===== config.mk =====
export PLATFORM = sky130hd
export DESIGN_NAME = ex_hazard_controller
export DESIGN_NICKNAME = d
export VERILOG_FILES = /design/src/rtl/pipeline_pkg.sv /design/src/rtl/forward_select.sv /design/src/rtl/ex_hazard_controller.sv
export SDC_FILE = /design/constraint.sdc
export NUM_CORES = 1
export LEC_CHECK = 0
export BUFFER_PORTS_ARGS = -buffer_cell sky130_fd_sc_hd__buf_2
export CAP_MARGIN = 10
export CORE_AREA = 5 5 115 85
export DETAILED_ROUTE_END_ITERATION = 7
export DIE_AREA = 0 0 120 90
export PLACE_DENSITY = 0.57
export SLEW_MARGIN = 10
export SYNTH_ARGS = -nofsm -noshare
export SYNTH_HDL_FRONTEND = slang
export SYNTH_SLANG_ARGS = --single-unit

===== constraint.sdc =====
create_clock -name clk -period 5.96 [get_ports clk]
set_input_delay 1.192 -clock clk [delete_from_list [all_inputs] [get_ports clk]]
set_output_delay 1.192 -clock clk [all_outputs]
set_load 0.02 [all_outputs]

===== src/rtl/pipeline_pkg.sv =====
// Shared definitions for the EX-stage hazard controller.
// Holds the operand-mux select encodings, the shadow-pipeline slot layout
// and the multicycle FSM state encoding.
package pipeline_pkg;

    // EX operand mux selects (2'b11 is never driven)
    localparam logic [1:0] FWD_REG = 2'b00;
    localparam logic [1:0] FWD_WB  = 2'b01;
    localparam logic [1:0] FWD_MEM = 2'b10;

    // Multicycle countdown width; covers MC_CYCLES-1 up to 15
    localparam int CNT_W = 5;

    // One shadow-pipeline slot: just enough of an instruction to resolve hazards
    typedef struct packed {
        logic       valid;
        logic [4:0] rs;
        logic [4:0] rt;
        logic       uses_rs;
        logic       uses_rt;
        logic [4:0] dest;
        logic       regwrite;
        logic       memread;
    } shadow_slot_t;

    localparam shadow_slot_t SLOT_BUBBLE = '0;

    typedef enum logic {
        ST_IDLE    = 1'b0,
        ST_MC_BUSY = 1'b1
    } mc_state_t;

endpackage


===== src/rtl/forward_select.sv =====
// Forwarding select for one EX operand.
// Ports:
//   ex_valid, ex_src, ex_uses       - EX-slot instruction and the operand it reads
//   mem_valid, mem_regwrite, mem_dest - producer currently in MEM
//   wb_valid, wb_regwrite, wb_dest    - producer currently in WB
//   fwd_sel                          - FWD_MEM / FWD_WB / FWD_REG
module forward_select
    import pipeline_pkg::*;
(
    input  logic       ex_valid,
    input  logic [4:0] ex_src,
    input  logic       ex_uses,
    input  logic       mem_valid,
    input  logic       mem_regwrite,
    input  logic [4:0] mem_dest,
    input  logic       wb_valid,
    input  logic       wb_regwrite,
    input  logic [4:0] wb_dest,
    output logic [1:0] fwd_sel
);

    logic need;
    logic mem_hit;
    logic wb_hit;

    // A bubble in EX, or an operand that is not read, never forwards
    assign need    = ex_valid & ex_uses;
    // $0 is hard-wired zero, so a write to it is never a real producer
    assign mem_hit = need & mem_valid & mem_regwrite & (mem_dest != 5'd0) & (mem_dest == ex_src);
    assign wb_hit  = need & wb_valid  & wb_regwrite  & (wb_dest  != 5'd0) & (wb_dest  == ex_src);

    // MEM holds the younger value, so it wins over WB
    always_comb begin
        fwd_sel = FWD_REG;
        if (mem_hit) begin
            fwd_sel = FWD_MEM;
        end else if (wb_hit) begin
            fwd_sel = FWD_WB;
        end
    end

endmodule


===== src/rtl/ex_hazard_controller.sv =====
// EX-stage hazard controller: forwarding selects, load-use interlock and
// multicycle-op occupancy of EX, driven from a shadow copy of EX/MEM/WB.
// Ports:
//   clk, rst_n                          - clock, asynchronous active-low reset
//   id_valid, id_rs/rt/rd, id_uses_rs/rt - ID instruction and its operands
//   id_regdst, id_regwrite, id_memread, id_multicycle - ID control bits
//   flush                               - squash the ID instruction
//   ForwardA, ForwardB                  - EX operand mux selects
//   stall                               - hold PC and IF/ID
//   ex_bubble                           - load zero control into ID/EX
//   ex_hold                             - keep ID/EX contents (multicycle in EX)
module ex_hazard_controller
    import pipeline_pkg::*;
#(
    parameter int MC_CYCLES = 4
) (
    input  logic       clk,
    input  logic       rst_n,
    input  logic       id_valid,
    input  logic [4:0] id_rs,
    input  logic [4:0] id_rt,
    input  logic [4:0] id_rd,
    input  logic       id_uses_rs,
    input  logic       id_uses_rt,
    input  logic       id_regdst,
    input  logic       id_regwrite,
    input  logic       id_memread,
    input  logic       id_multicycle,
    input  logic       flush,
    output logic [1:0] ForwardA,
    output logic [1:0] ForwardB,
    output logic       stall,
    output logic       ex_bubble,
    output logic       ex_hold
);

    shadow_slot_t     id_slot;
    shadow_slot_t     slot_ex_p0;
    shadow_slot_t     slot_mem_p1;
    shadow_slot_t     slot_wb_p2;
    mc_state_t        state;
    mc_state_t        state_nxt;
    logic [CNT_W-1:0] cnt;
    logic [CNT_W-1:0] cnt_nxt;
    logic             squash_id;
    logic             eff_flush;
    logic             mc_hold;
    logic             load_use;
    logic             ex_load;

    always_comb begin
        id_slot          = SLOT_BUBBLE;
        id_slot.valid    = 1'b1;
        id_slot.rs       = id_rs;
        id_slot.rt       = id_rt;
        id_slot.uses_rs  = id_uses_rs;
        id_slot.uses_rt  = id_uses_rt;
        id_slot.dest     = id_regdst ? id_rd : id_rt;
        id_slot.regwrite = id_regwrite;
        id_slot.memread  = id_memread;
    end

    // The last EX cycle of a multicycle op (cnt==0) no longer holds
    assign mc_hold = (state == ST_MC_BUSY) && (cnt != '0);

    // A flush seen while EX is held must still kill that ID instruction
    // when the hold releases, since IF/ID was frozen under it
    assign eff_flush = flush | squash_id;

    assign load_use = slot_ex_p0.valid & slot_ex_p0.memread & slot_ex_p0.regwrite &
                      (slot_ex_p0.dest != 5'd0) & id_valid &
                      ((id_uses_rs & (id_rs == slot_ex_p0.dest)) |
                       (id_uses_rt & (id_rt == slot_ex_p0.dest)));

    assign stall     = mc_hold | (load_use & ~eff_flush);
    assign ex_bubble = ~mc_hold & (eff_flush | load_use);
    assign ex_hold   = mc_hold;
    assign ex_load   = id_valid & ~stall & ~eff_flush;

    // ---- ID -> EX -> MEM -> WB shadow pipeline ----
    always_ff @(posedge clk or negedge rst_n) begin
        if (!rst_n) begin
            slot_ex_p0  <= SLOT_BUBBLE;
            slot_mem_p1 <= SLOT_BUBBLE;
            slot_wb_p2  <= SLOT_BUBBLE;
        end else begin
            slot_wb_p2  <= slot_mem_p1;
            slot_mem_p1 <= mc_hold ? SLOT_BUBBLE : slot_ex_p0;
            if (!mc_hold) begin
                slot_ex_p0 <= ex_load ? id_slot : SLOT_BUBBLE;
            end
        end
    end

    always_ff @(posedge clk or negedge rst_n) begin
        if (!rst_n) begin
            squash_id <= 1'b0;
        end else begin
            squash_id <= mc_hold & (squash_id | flush);
        end
    end

    // ---- multicycle FSM ----
    always_ff @(posedge clk or negedge rst_n) begin
        if (!rst_n) begin
            state <= ST_IDLE;
            cnt   <= '0;
        end else begin
            state <= state_nxt;
            cnt   <= cnt_nxt;
        end
    end

    always_comb begin
        state_nxt = state;
        cnt_nxt   = cnt;
        // Reload first so back-to-back multicycle ops run without a gap
        if (ex_load && id_multicycle) begin
            state_nxt = ST_MC_BUSY;
            cnt_nxt   = CNT_W'(MC_CYCLES - 1);
        end else if (state == ST_MC_BUSY) begin
            if (cnt != '0) begin
                cnt_nxt = cnt - CNT_W'(1);
            end else begin
                state_nxt = ST_IDLE;
            end
        end
    end

    // ---- EX -> operand forwarding ----
    forward_select u_fwd_a (
        .ex_valid     (slot_ex_p0.valid),
        .ex_src       (slot_ex_p0.rs),
        .ex_uses      (slot_ex_p0.uses_rs),
        .mem_valid    (slot_mem_p1.valid),
        .mem_regwrite (slot_mem_p1.regwrite),
        .mem_dest     (slot_mem_p1.dest),
        .wb_valid     (slot_wb_p2.valid),
        .wb_regwrite  (slot_wb_p2.regwrite),
        .wb_dest      (slot_wb_p2.dest),
        .fwd_sel      (ForwardA)
    );

    forward_select u_fwd_b (
        .ex_valid     (slot_ex_p0.valid),
        .ex_src       (slot_ex_p0.rt),
        .ex_uses      (slot_ex_p0.uses_rt),
        .mem_valid    (slot_mem_p1.valid),
        .mem_regwrite (slot_mem_p1.regwrite),
        .mem_dest     (slot_mem_p1.dest),
        .wb_valid     (slot_wb_p2.valid),
        .wb_regwrite  (slot_wb_p2.regwrite),
        .wb_dest      (slot_wb_p2.dest),
        .fwd_sel      (ForwardB)
    );

endmodule


==> impl_results.md, run 1 <==
* Status: completed
* Post-DP Area at around 0.0027 mm^2
* Setup total negative slack at 0 ns
* First-pass detailed-route iteration total at 4
* Clock skew at 0.00323 ns
* Max VDD drop at approximately 180 uV
* Cell variety after synth at 44
* Relative max-transition margin at 36.0%
* Mapped Cells at approximately 240
* DRC Markers at 0
* Max-cap viol count at 0
* PostCTS Resize Cnt at 0
* Die W at roughly 120 um
* Post-synthesis sequential area ratio at 41.4%
* Avg WL per Cell at 17.2 um
* Yosys reg bits at 41
* Final ANT Viol Nets at 0
* Cell area after synthesis at about 0.0025 mm^2
* Critical Path Max Stage Delay at around 0.49 ns
* Max Slew Vio Count at 0
* Clock Pin Slew Worst Setup and Hold Paths at approximately 0.060 ns
* Most frequent cells in the layout: dfrtp_1, buf_2, xnor2_1, nand4_1, nand2_1
* Clock latency on the worst-skew pair at ~0.28 ns
* Htree depth at 2
* Nets at about 290
* Largest net degree at the start of global routing at 58
* First-pass GRT wire length at 10700 um
* Final Cell Area at 0.00282 mm^2
* Ys flop type: dfrtp_1
* Routed WL at between 6000 and 7000 um
* Startpoint Class: register
* Die outline height at 90 um
* Most common cell after layout, fill and taps aside: dfrtp_1
* DRT iter0 DRCs at around 130
* Nature of the critical path endpoint: primary output
* Unrepaired setup endpoints after global routing: no
* Clock sinks at 41
* Antenna diodes at 0
* Die area at 0.0108 mm^2
* Ys async rst share at 100%
* I/O pin cnt at 32
* CTS Root Cell: clkbuf_16
* Via count at ~2000
* HPWL after DPL at 4490 um
* Reg-to-reg slack, setup at roughly 3.3 ns
* Vias in the first global route at roughly 2000
* Achievable Freq at ~250 MHz
* Leakage at 1.21 nW
* Fin. Hold Viols at 0
* Pwr Density at ~500 mW/mm^2
* Initial core utilization at 28.6%
* Number of synthesized flops with an enable pin at 0
* Avg Inst Size Synth at 10.2 um^2
* Tot Pwr at between 1 and 1.5 mW
* CTS tree: yes
* RD Place Congestion at ~0.8
* Worst slew pin tran at between 0.9 and 1 ns
* Overall routing resource usage at approximately 12%
* Setup bufs post-CTS at 0
* Core area at a little under 0.009 mm^2
* Initial antenna violation count at 0
* Worst Path Max Fanout at 57
* PortBufs at 31
* Crit path kind: reg2out
* Rows at 29
* Grt total ovfl at 0
* Syn_nets at ~270
* Min cycle time layout at ~4.0 ns
* Yosys warns at 0
* CP Data Arrival Time at 2.78 ns
* Worst-path cell chain: inv_1, ha_1, or4b_4, nand2_4, inv_2, o22ai_1, buf_2
* CTS buffer count at 5
* Worst-case clock buffer depth at 2
* Final setup violation count at 0
* Synth-to-Final Area Change at 13.8%
* Post-route clock period utilization at 66.6%
* Hold_buf cts at 0
* Share of post-route cells with drive strength above 1 at roughly a quarter
* CP max-delay cell: or4b_4
* Crit path required time at between 4 and 5 ns
* Hold/Removal Path Class: reg2reg
* Vias per cell at roughly 5.3
path summary, 6_finish.rpt:
check / from / to / depth (start not counted)
worst max-delay path: cnt[0]$_DFFE_PN0P_ / ex_bubble / 7
worst min-delay path: slot_mem_p1[19]$_DFF_PN0_ / slot_wb_p2[19]$_DFF_PN0_ / 0
worst max register to register: cnt[0]$_DFFE_PN0P_ / cnt[0]$_DFFE_PN0P_ / 7
worst min register to register: slot_mem_p1[19]$_DFF_PN0_ / slot_wb_p2[19]$_DFF_PN0_ / 0
max in group asynchronous: rst_n / slot_ex_p0[12]$_DFFE_PN0N_ / 1
min in group asynchronous: rst_n / slot_wb_p2[1]$_DFF_PN0_ / 1
cells in the mapped netlist (2+ instances only):
master    number  area, um^2
o211ai_2      16         200
o211ai_1       5        37.5
buf_2          3        15.0
o21ai_1        2        10.0
mux2_2         5        56.3
nand3_1       23         115
ha_1           2        25.0
nor2_1         5        18.8
a31oi_1        2        12.5
or4_1          5        37.5
a221oi_1       2        17.5
xnor2_1       27         236
and2_1         7        43.8
dfrtp_1       41        1030
nor4_1         3        18.8
nand4_1       27         169
nand2_1       24        90.1
inv_1          2        7.51
xor2_1         4        35.0
clkbuf_1       5        18.8
buf_6          4        45.0
buf_4          5        37.5
o22ai_1        2        12.5
power by group:
group	switching (mW)	total (mW)	leakage [nW]	internal [mW]
Clock	0.105	0.282	0.0799	0.177
Sequential	0.162	0.558	0.542	0.396
Combinational	0.324	0.578	0.591	0.254
Total	0.591	1.42	1.21	0.827
area by class of cell:
type                    instances  area, um^2
inverters                       3        11.3
repair buffers                 33         170
multi-input cells             180        1320
clock inverters                 1        5.00
clock buffers                   7         153
flip-flops and latches         41        1030
well taps                     108         135
fillers                       878        5850
cell families (layout without fill, tap and decap cells):
| logic type | Yosys count | after routing | synth area share (%) |
|---|---|---|---|
| AND/OR/NAND/NOR | 101 | 101 | 22.3 |
| buffers and inverters | 21 | 44 | 5.76 |
| adder cells (fa/ha/maj) | 2 | 2 | 1.01 |
| XOR/XNOR | 31 | 31 | 11.0 |
| flip-flops | 41 | 41 | 41.4 |
| AO/OA/AOI/OAI | 39 | 39 | 15.3 |
| multiplexers | 7 | 7 | 3.28 |
routing by layer:
layer  wire [um]  track usage (%)  vias to the layer above
li1            -                -                      944
met1        3350             19.1                      988
met2        2630             17.1                       55
met3         408             3.45                        4
met4          34             2.67                        0
met5           0                0                        -
sequential cells by signal, indices dropped and copies added, names as in the netlist:
register and flops:
slot_ex_p0 20, slot_mem_p1 7, state 1, squash_id 1
slot_wb_p2 7, cnt 5
critical path, delay by kind of cell (launching register included):
| family | cells | cell delay, ns |
|---|---|---|
| buffers and inverters | 3 | 0.71 |
| flip-flops | 1 | 0.39 |
| AND/OR/NAND/NOR | 2 | 0.96 |
| adder cells (fa/ha/maj) | 1 | 0.16 |
| AO/OA/AOI/OAI | 1 | 0.26 |
per-stage QoR:
stage	setup WS (ns)	cells	hold slack (ns)	utilization [%]
floorplan	2.32	242	0.354	-
global placement	2.40	365	0.373	30.7
detailed placement	2.32	365	0.374	30.7
CTS	2.01	373	0.387	32.5
global route	1.80	373	0.399	32.5
finish	1.99	373	0.387	32.5
Power figures use the tool's default switching activity.
==> inputs of run 2 (changes only) <==
clock period = 3.7 ns   (was 5.96 ns; I/O delays follow)
==> run 2 against run 1 <==
Critical path depth is the same. Final cell count grew 0.54%. Clock power up 82%. Final area increased by 1.2%. Flip-flop and latch count did not move. Sequential share of layout area shrank 0.43 points. Combinational power is 65% higher. Non-clock buffer count rose by 2. Worst setup slack got worse by 1.1 ns. Wire length decreased by 3.4%. Highest routed layer unchanged.
==> impl_results.md, run 2 (synthesis results as in run 1) <==
* Status: completed (unchanged)
* Reg-to-reg slack, setup at 1.46 ns (was 3.31 ns)
* Vias per cell at 5.23 (was 5.34)
* Overall routing resource usage at 12.1% (was 12.4%)
* Routed WL at 6200 um (was 6420 um)
* Clock latency on the worst-skew pair at 0.28 ns (about the same)
* Reg2reg start: cnt[0]$_DFFE_PN0P_ (unchanged)
* I/O pin cnt at 32 (unchanged)
* Crit path setup slack, layout at 0.884 ns (was 1.99 ns)
* Clock Pin Slew Worst Setup and Hold Paths at 0.06 ns (about the same)
* First-pass detailed-route iteration total at 5 (was 4)
* Htree depth at 2 (unchanged)
* Clock skew at 0.00513 ns (was 0.00323 ns)
* Core area at 0.00867 mm^2 (unchanged)
* Hold Path Origin: slot_mem_p1[19]$_DFF_PN0_ (unchanged)
* Initial core utilization at 28.6% (unchanged)
* Finished Layout Cells at 375 (was 373)
* Relative max-transition margin at 37.7% (was 36.0%)
* Final setup violation count at 0 (unchanged)
* Initial antenna violation count at 0 (unchanged)
* Achievable Freq at between 300 and 400 MHz
* PostCTS Resize Cnt at 0 (unchanged)
* Max reg flops at 20 (unchanged)
* Most common cell after layout, fill and taps aside: dfrtp_1 (unchanged)
* Hold/Removal Path Class: reg2reg (unchanged)
* CTS Root Cell: clkbuf_16 (unchanged)
* Nets at 293 (was 291)
* DRC Markers at 0 (unchanged)
* Worst reg2reg endpoint: cnt[4]$_DFFE_PN0P_ (was cnt[0]$_DFFE_PN0P_)
* Worst-case clock buffer depth at 2 (unchanged)
* Leakage at 1.23 nW (was 1.21 nW)
* Avg WL per Cell at 16.5 um (was 17.2 um)
* Pwr Density at 823 mW/mm^2 (was 503 mW/mm^2)
* Reg2reg path depth at 7 (unchanged)
* Layout Utilization at 32.9% (was 32.5%)
* Die outline height at 90 um (unchanged)
* RD Place Congestion at 0.787 (was 0.797)
* Vias in the first global route at 2010 (was 2009)
* Worst slew pin tran at 0.935 ns (was 0.960 ns)
* Worst Path Max Fanout at 25 (was 57)
* DRT iter0 DRCs at 49 (was 131)
* Largest net degree at the start of global routing at 54 (was 58)
* Rows at 29 (unchanged)
* CTS tree: yes (unchanged)
* WHS Endpoint: slot_wb_p2[19]$_DFF_PN0_ (unchanged)
* PortBufs at 31 (unchanged)
* CTS buffer count at 5 (unchanged)
* Synth-to-Final Area Change at 15.2% (was 13.8%)
* Via count at 1960 (was 1991)
* WHS at 0.384 ns (was 0.387 ns)
* Die area at 0.0108 mm^2 (unchanged)
* Most frequent cells in the layout: dfrtp_1, buf_2, xnor2_1, nand4_1, nand2_1 (unchanged)
* Setup total negative slack at 0 ns (unchanged)
* Crit path required time at 2.96 ns (was 4.77 ns)
* Final Cell Area at 0.00285 mm^2 (was 0.00282 mm^2)
* HPWL after DPL at 4430 um (was 4490 um)
* Cell Count Post-Placement at 367 (was 365)
* Min cycle time layout at ~2.8 ns
* Share of post-route cells with drive strength above 1 at 27.0% (was 26.4%)
* Post-route clock period utilization at around three quarters
* Die W at 120 um (unchanged)
* Crit path kind: reg2out (unchanged)
* Unrepaired setup endpoints after global routing: no (unchanged)
* Top Registers: slot_ex_p0 (20), slot_mem_p1 (7), slot_wb_p2 (7) (unchanged)
* Hold_buf cts at 0 (unchanged)
* Final ANT Viol Nets at 0 (unchanged)
* Max Slew Vio Count at 0 (unchanged)
* Startpoint Class: register (unchanged)
* Max VDD drop at 500 uV (was 180 uV)
* Tot Pwr at 2.35 mW (was 1.42 mW)
* Clock sinks at 41 (unchanged)
* Post-DP Area at 0.00268 mm^2 (was 0.00266 mm^2)
* Fin. Hold Viols at 0 (unchanged)
* Hold Crit Depth at 0 (unchanged)
* Antenna diodes at 0 (unchanged)
* Biggest register: slot_ex_p0 (unchanged)
* Grt total ovfl at 0 (unchanged)
* Nature of the critical path endpoint: primary output (unchanged)
* CP Data Arrival Time at 2.08 ns (was 2.78 ns)
* First-pass GRT wire length at 10500 um (was 10700 um)
* Setup bufs post-CTS at 0 (unchanged)
* Pre-CTS setup slack at 1.13 ns (was 2.32 ns)
* Max-cap viol count at 0 (unchanged)
==> run 2: cell types whose count changed in the layout (fill, tap and decap cells not counted) <==
cell	before	now
buf_4	2	4
clkinvlp_4	0	1
clkinv_2	1	0
bufinv_16	0	1
clkbuf_8	2	1
==> run 2: worst max-delay path by stage <==
stage / from / end
floorplan: flush / stall
global placement: id_rs[4] / stall
detailed placement: id_rt[0] / stall
CTS: cnt[0]$_DFFE_PN0P_ / ex_hold
global route: cnt[0]$_DFFE_PN0P_ / ex_hold
finish: cnt[0]$_DFFE_PN0P_ / ex_hold
==> run 2: layer usage <==
metal,up-vias,wire length [um],global-route usage [%]
met1,956,3180,18.1
met3,5,416,3.70
met2,52,2550,16.6
met4,0,53,3.05
met5,-,0,0
li1,947,-,-
==> run 2: worst max-delay path: stages, from the launching register on <==
cell     delay (ns)
dfrtp_1        0.39
inv_1          0.15
ha_1           0.18
or4b_4         0.49
nand2_4        0.12
inv_2          0.04
buf_4          0.22
buf_2          0.20
==> run 2: final cells by class <==
| class | count | area (um^2) |
|---|---|---|
| clock buffer | 6 | 139 |
| clock inverter | 2 | 37.5 |
| fill | 882 | 5820 |
| inverter | 3 | 11.3 |
| multi-input combinational | 180 | 1320 |
| sequential | 41 | 1030 |
| tap | 108 | 135 |
| timing repair buffer | 35 | 185 |
==> run 2: where the power goes <==
| group | switching (mW) | internal, mW | total (mW) |
|---|---|---|---|
| logic | 0.527 | 0.427 | 0.954 |
| clock network | 0.177 | 0.337 | 0.514 |
| registers | 0.243 | 0.638 | 0.881 |
==> inputs of run 3 (changes only) <==
clock period = 2.7 ns   (was 3.7 ns; I/O delays follow)
==> run 3 against run 2 <==
First-iteration DRC count grew 130%. Non-clock buffer count is 5 higher. Register-to-register slack worse by 0.93 ns. Sequential power rose by 40%. Hold slack lost 0.18 ns. Total power grew 35%. Utilization rose by 0.26 points. Clock power rose by 19%. Clock skew shrank 0.0012 ns. Worst setup slack lost 0.77 ns. Largest power group unchanged.
==> impl_results.md, run 3 (synthesis results as in run 1) <==
* Status: completed (unchanged)
* CP Data Arrival Time at 2.05 ns (was 2.08 ns)
* Achievable Freq at 387 MHz
* Biggest register: slot_ex_p0 (unchanged)
* Vias in the first global route at 1982 (was 2010)
* Initial core utilization at 28.6% (unchanged)
* Critical Path Max Stage Delay at 0.51 ns (was 0.49 ns)
* Largest net degree at the start of global routing at 44 (was 54)
* FF/Latch Area at 0.00103 mm^2 (unchanged)
* Setup total negative slack at 0 ns (unchanged)
* Cell Count Post-Placement at 372 (was 367)
* Crit path kind: reg2out (unchanged)
* Min cycle time layout at roughly 2.6 ns
* Most used cell, CP: inv_2
* Final Cell Area at 0.00288 mm^2 (was 0.00285 mm^2)
* Antenna diodes at 0 (unchanged)
* Worst slew pin tran at 0.472 ns (was 0.935 ns)
* Worst-case clock buffer depth at 2 (unchanged)
* Nets at 298 (was 293)
* CTS Root Cell: clkbuf_16 (unchanged)
* Most common cell after layout, fill and taps aside: dfrtp_1 (unchanged)
* Clock sinks at 41 (unchanged)
* CP max-delay cell: or4b_4 (unchanged)
* Max reg flops at 20 (unchanged)
* Crit path required time at 2.16 ns (was 2.96 ns)
* Max VDD drop at 476 uV (was 500 uV)
* Fillers at 900 (was 882)
* Crit path setup slack, layout at 0.114 ns (was 0.884 ns)
* Max-cap viol count at 0 (unchanged)
* Layout Utilization at 33.2% (was 32.9%)
* Finished Layout Cells at 380 (was 375)
* HPWL after DPL at 4860 um (was 4430 um)
* Post-DP Area at 0.00271 mm^2 (was 0.00268 mm^2)
* Via count at 2009 (was 1960)
* Area of the multi-input gates at 0.00133 mm^2 (was 0.00132 mm^2)
* Startpoint Class: register (unchanged)
* Top Registers: slot_ex_p0 (20), slot_mem_p1 (7), slot_wb_p2 (7) (unchanged)
* Die outline height at 90 um (unchanged)
* Die W at 120 um (unchanged)
* Avg WL per Cell at 17.2 um (was 16.5 um)
* Clock latency on the worst-skew pair at 0.28 ns (about the same)
* Leakage at 1.24 nW (was 1.23 nW)
* Die area at 0.0108 mm^2 (unchanged)
* Worst reg2reg endpoint: cnt[2]$_DFFE_PN0P_ (was cnt[4]$_DFFE_PN0P_)
* Vias per cell at 5.29 (was 5.23)
* RD Place Congestion at 0.808 (was 0.787)
* Clock skew at 0.00392 ns (was 0.00513 ns)
* DRC Markers at 0 (unchanged)
* Share of post-route cells with drive strength above 1 at 28.7% (was 27.0%)
* Buf/Inv on CP at 3 (was 4)
* Pre-CTS setup slack at 0.341 ns (was 1.13 ns)
* Nature of the critical path endpoint: primary output (unchanged)
* Worst-path cell chain: inv_2, ha_1, or4b_4, nand2_8, inv_2, o22ai_1, buf_2 (was inv_1, ha_1, or4b_4, nand2_4, inv_2, buf_4, buf_2)
* DRT iter0 DRCs at 114 (was 49)
* Grt total ovfl at 0 (unchanged)
* Synth-to-Final Area Change at 16.1% (was 15.2%)
* CTS tree: yes (unchanged)
* Reg2reg start: cnt[0]$_DFFE_PN0P_ (unchanged)
* Hold/Removal Path Class: in2async (was reg2reg)
* CP top delay family: simple AND/OR/NAND/NOR gates (was buffers and inverters)
* Initial antenna violation count at 0 (unchanged)
* Htree depth at 2 (unchanged)
* First-pass detailed-route iteration total at 4 (was 5)
* Routed WL at 6530 um (was 6200 um)
* Clock Pin Slew Worst Setup and Hold Paths at 0.06 ns (about the same)
* Setup bufs post-CTS at 0 (unchanged)
* Worst Path Max Fanout at 15 (was 25)
* Final setup violation count at 0 (unchanged)
* WHS at 0.204 ns (was 0.384 ns)
* Most frequent cells in the layout: dfrtp_1, buf_2, xnor2_1, nand4_1, nand2_1 (unchanged)
* Relative max-transition margin at 68.5% (was 37.7%)
* Fin. Hold Viols at 0 (unchanged)
* Core area at 0.00867 mm^2 (unchanged)
* Reg-to-reg slack, setup at 0.53 ns (was 1.46 ns)
* I/O pin cnt at 32 (unchanged)
* Overall routing resource usage at 12.7% (was 12.1%)
* Max Slew Vio Count at 0 (unchanged)
* Reg2reg path depth at 8 (was 7)
* CTS buffer count at 5 (unchanged)
* Rows at 29 (unchanged)
* PortBufs at 31 (unchanged)
* Tot Pwr at 3.17 mW (was 2.35 mW)
* Pwr Density at 1100 mW/mm^2 (was 823 mW/mm^2)
* Post-route clock period utilization at a little over nine tenths
* Final ANT Viol Nets at 0 (unchanged)
* First-pass GRT wire length at 11000 um (was 10500 um)
* Unrepaired setup endpoints after global routing: no (unchanged)
==> run 3: cell types whose count changed in the layout (fill, tap and decap cells not counted), sizes merged <==
cell	before	now
buf	35	40
clkinv	0	2
bufinv	1	0
clkinvlp	1	0
==> run 3: power breakdown <==
| group | leakage (nW) | internal, mW | total [mW] | switching [mW] |
|---|---|---|---|---|
| Combinational | 0.626 | 0.599 | 1.33 | 0.730 |
| Sequential | 0.542 | 0.873 | 1.23 | 0.356 |
| Clock | 0.0768 | 0.368 | 0.612 | 0.244 |
==> run 3: worst max-delay path by stage <==
stage,from,to,cells past startpoint
final,cnt[0]$_DFFE_PN0P_,ex_bubble,7
after global routing,cnt[1]$_DFFE_PN0P_,ex_bubble,7
after CTS,cnt[0]$_DFFE_PN0P_,ex_bubble,7
after detailed placement,cnt[0]$_DFFE_PN0P_,ex_bubble,7
after global placement,cnt[0]$_DFFE_PN0P_,ex_bubble,7
after floorplan,cnt[0]$_DFFE_PN0P_,ex_bubble,8
==> run 3: routing by layer <==
metal / global-route usage [%] / up-vias / part of all wire (%)
met1: 20.9 / 1007 / 56
met4: 1.91 / 0 / 0.54
li1: - / 957 / -
met5: 0 / - / 0
met2: 16.2 / 40 / 40
met3: 3.45 / 5 / 4.2
==> run 3: worst reg2reg max path, cell delays in order (launching register included) <==
cell and delay [ns]:
dfrtp_1 0.41, inv_2 0.11, ha_1 0.14, or4b_4 0.51, nand2_8 0.15, inv_2 0.12
buf_4 0.22, a221oi_1 0.29, o21ai_1 0.12
==> run 3: final cells by class <==
| cell class | instances | share of cell area (%) |
|---|---|---|
| well taps | 108 | 4.70 |
| inverters | 3 | 0.392 |
| clock buffers | 6 | 4.83 |
| multi-input cells | 180 | 46.2 |
| repair buffers | 40 | 7.75 |
| flip-flops and latches | 41 | 35.7 |
| clock inverters | 2 | 0.479 |
==> run 3: timing repair <==
item                                    in CTS  in global routing
gates resized for setup                      0                  2
hold buffers                                 0                  0
endpoints found under the setup margin       0                  1
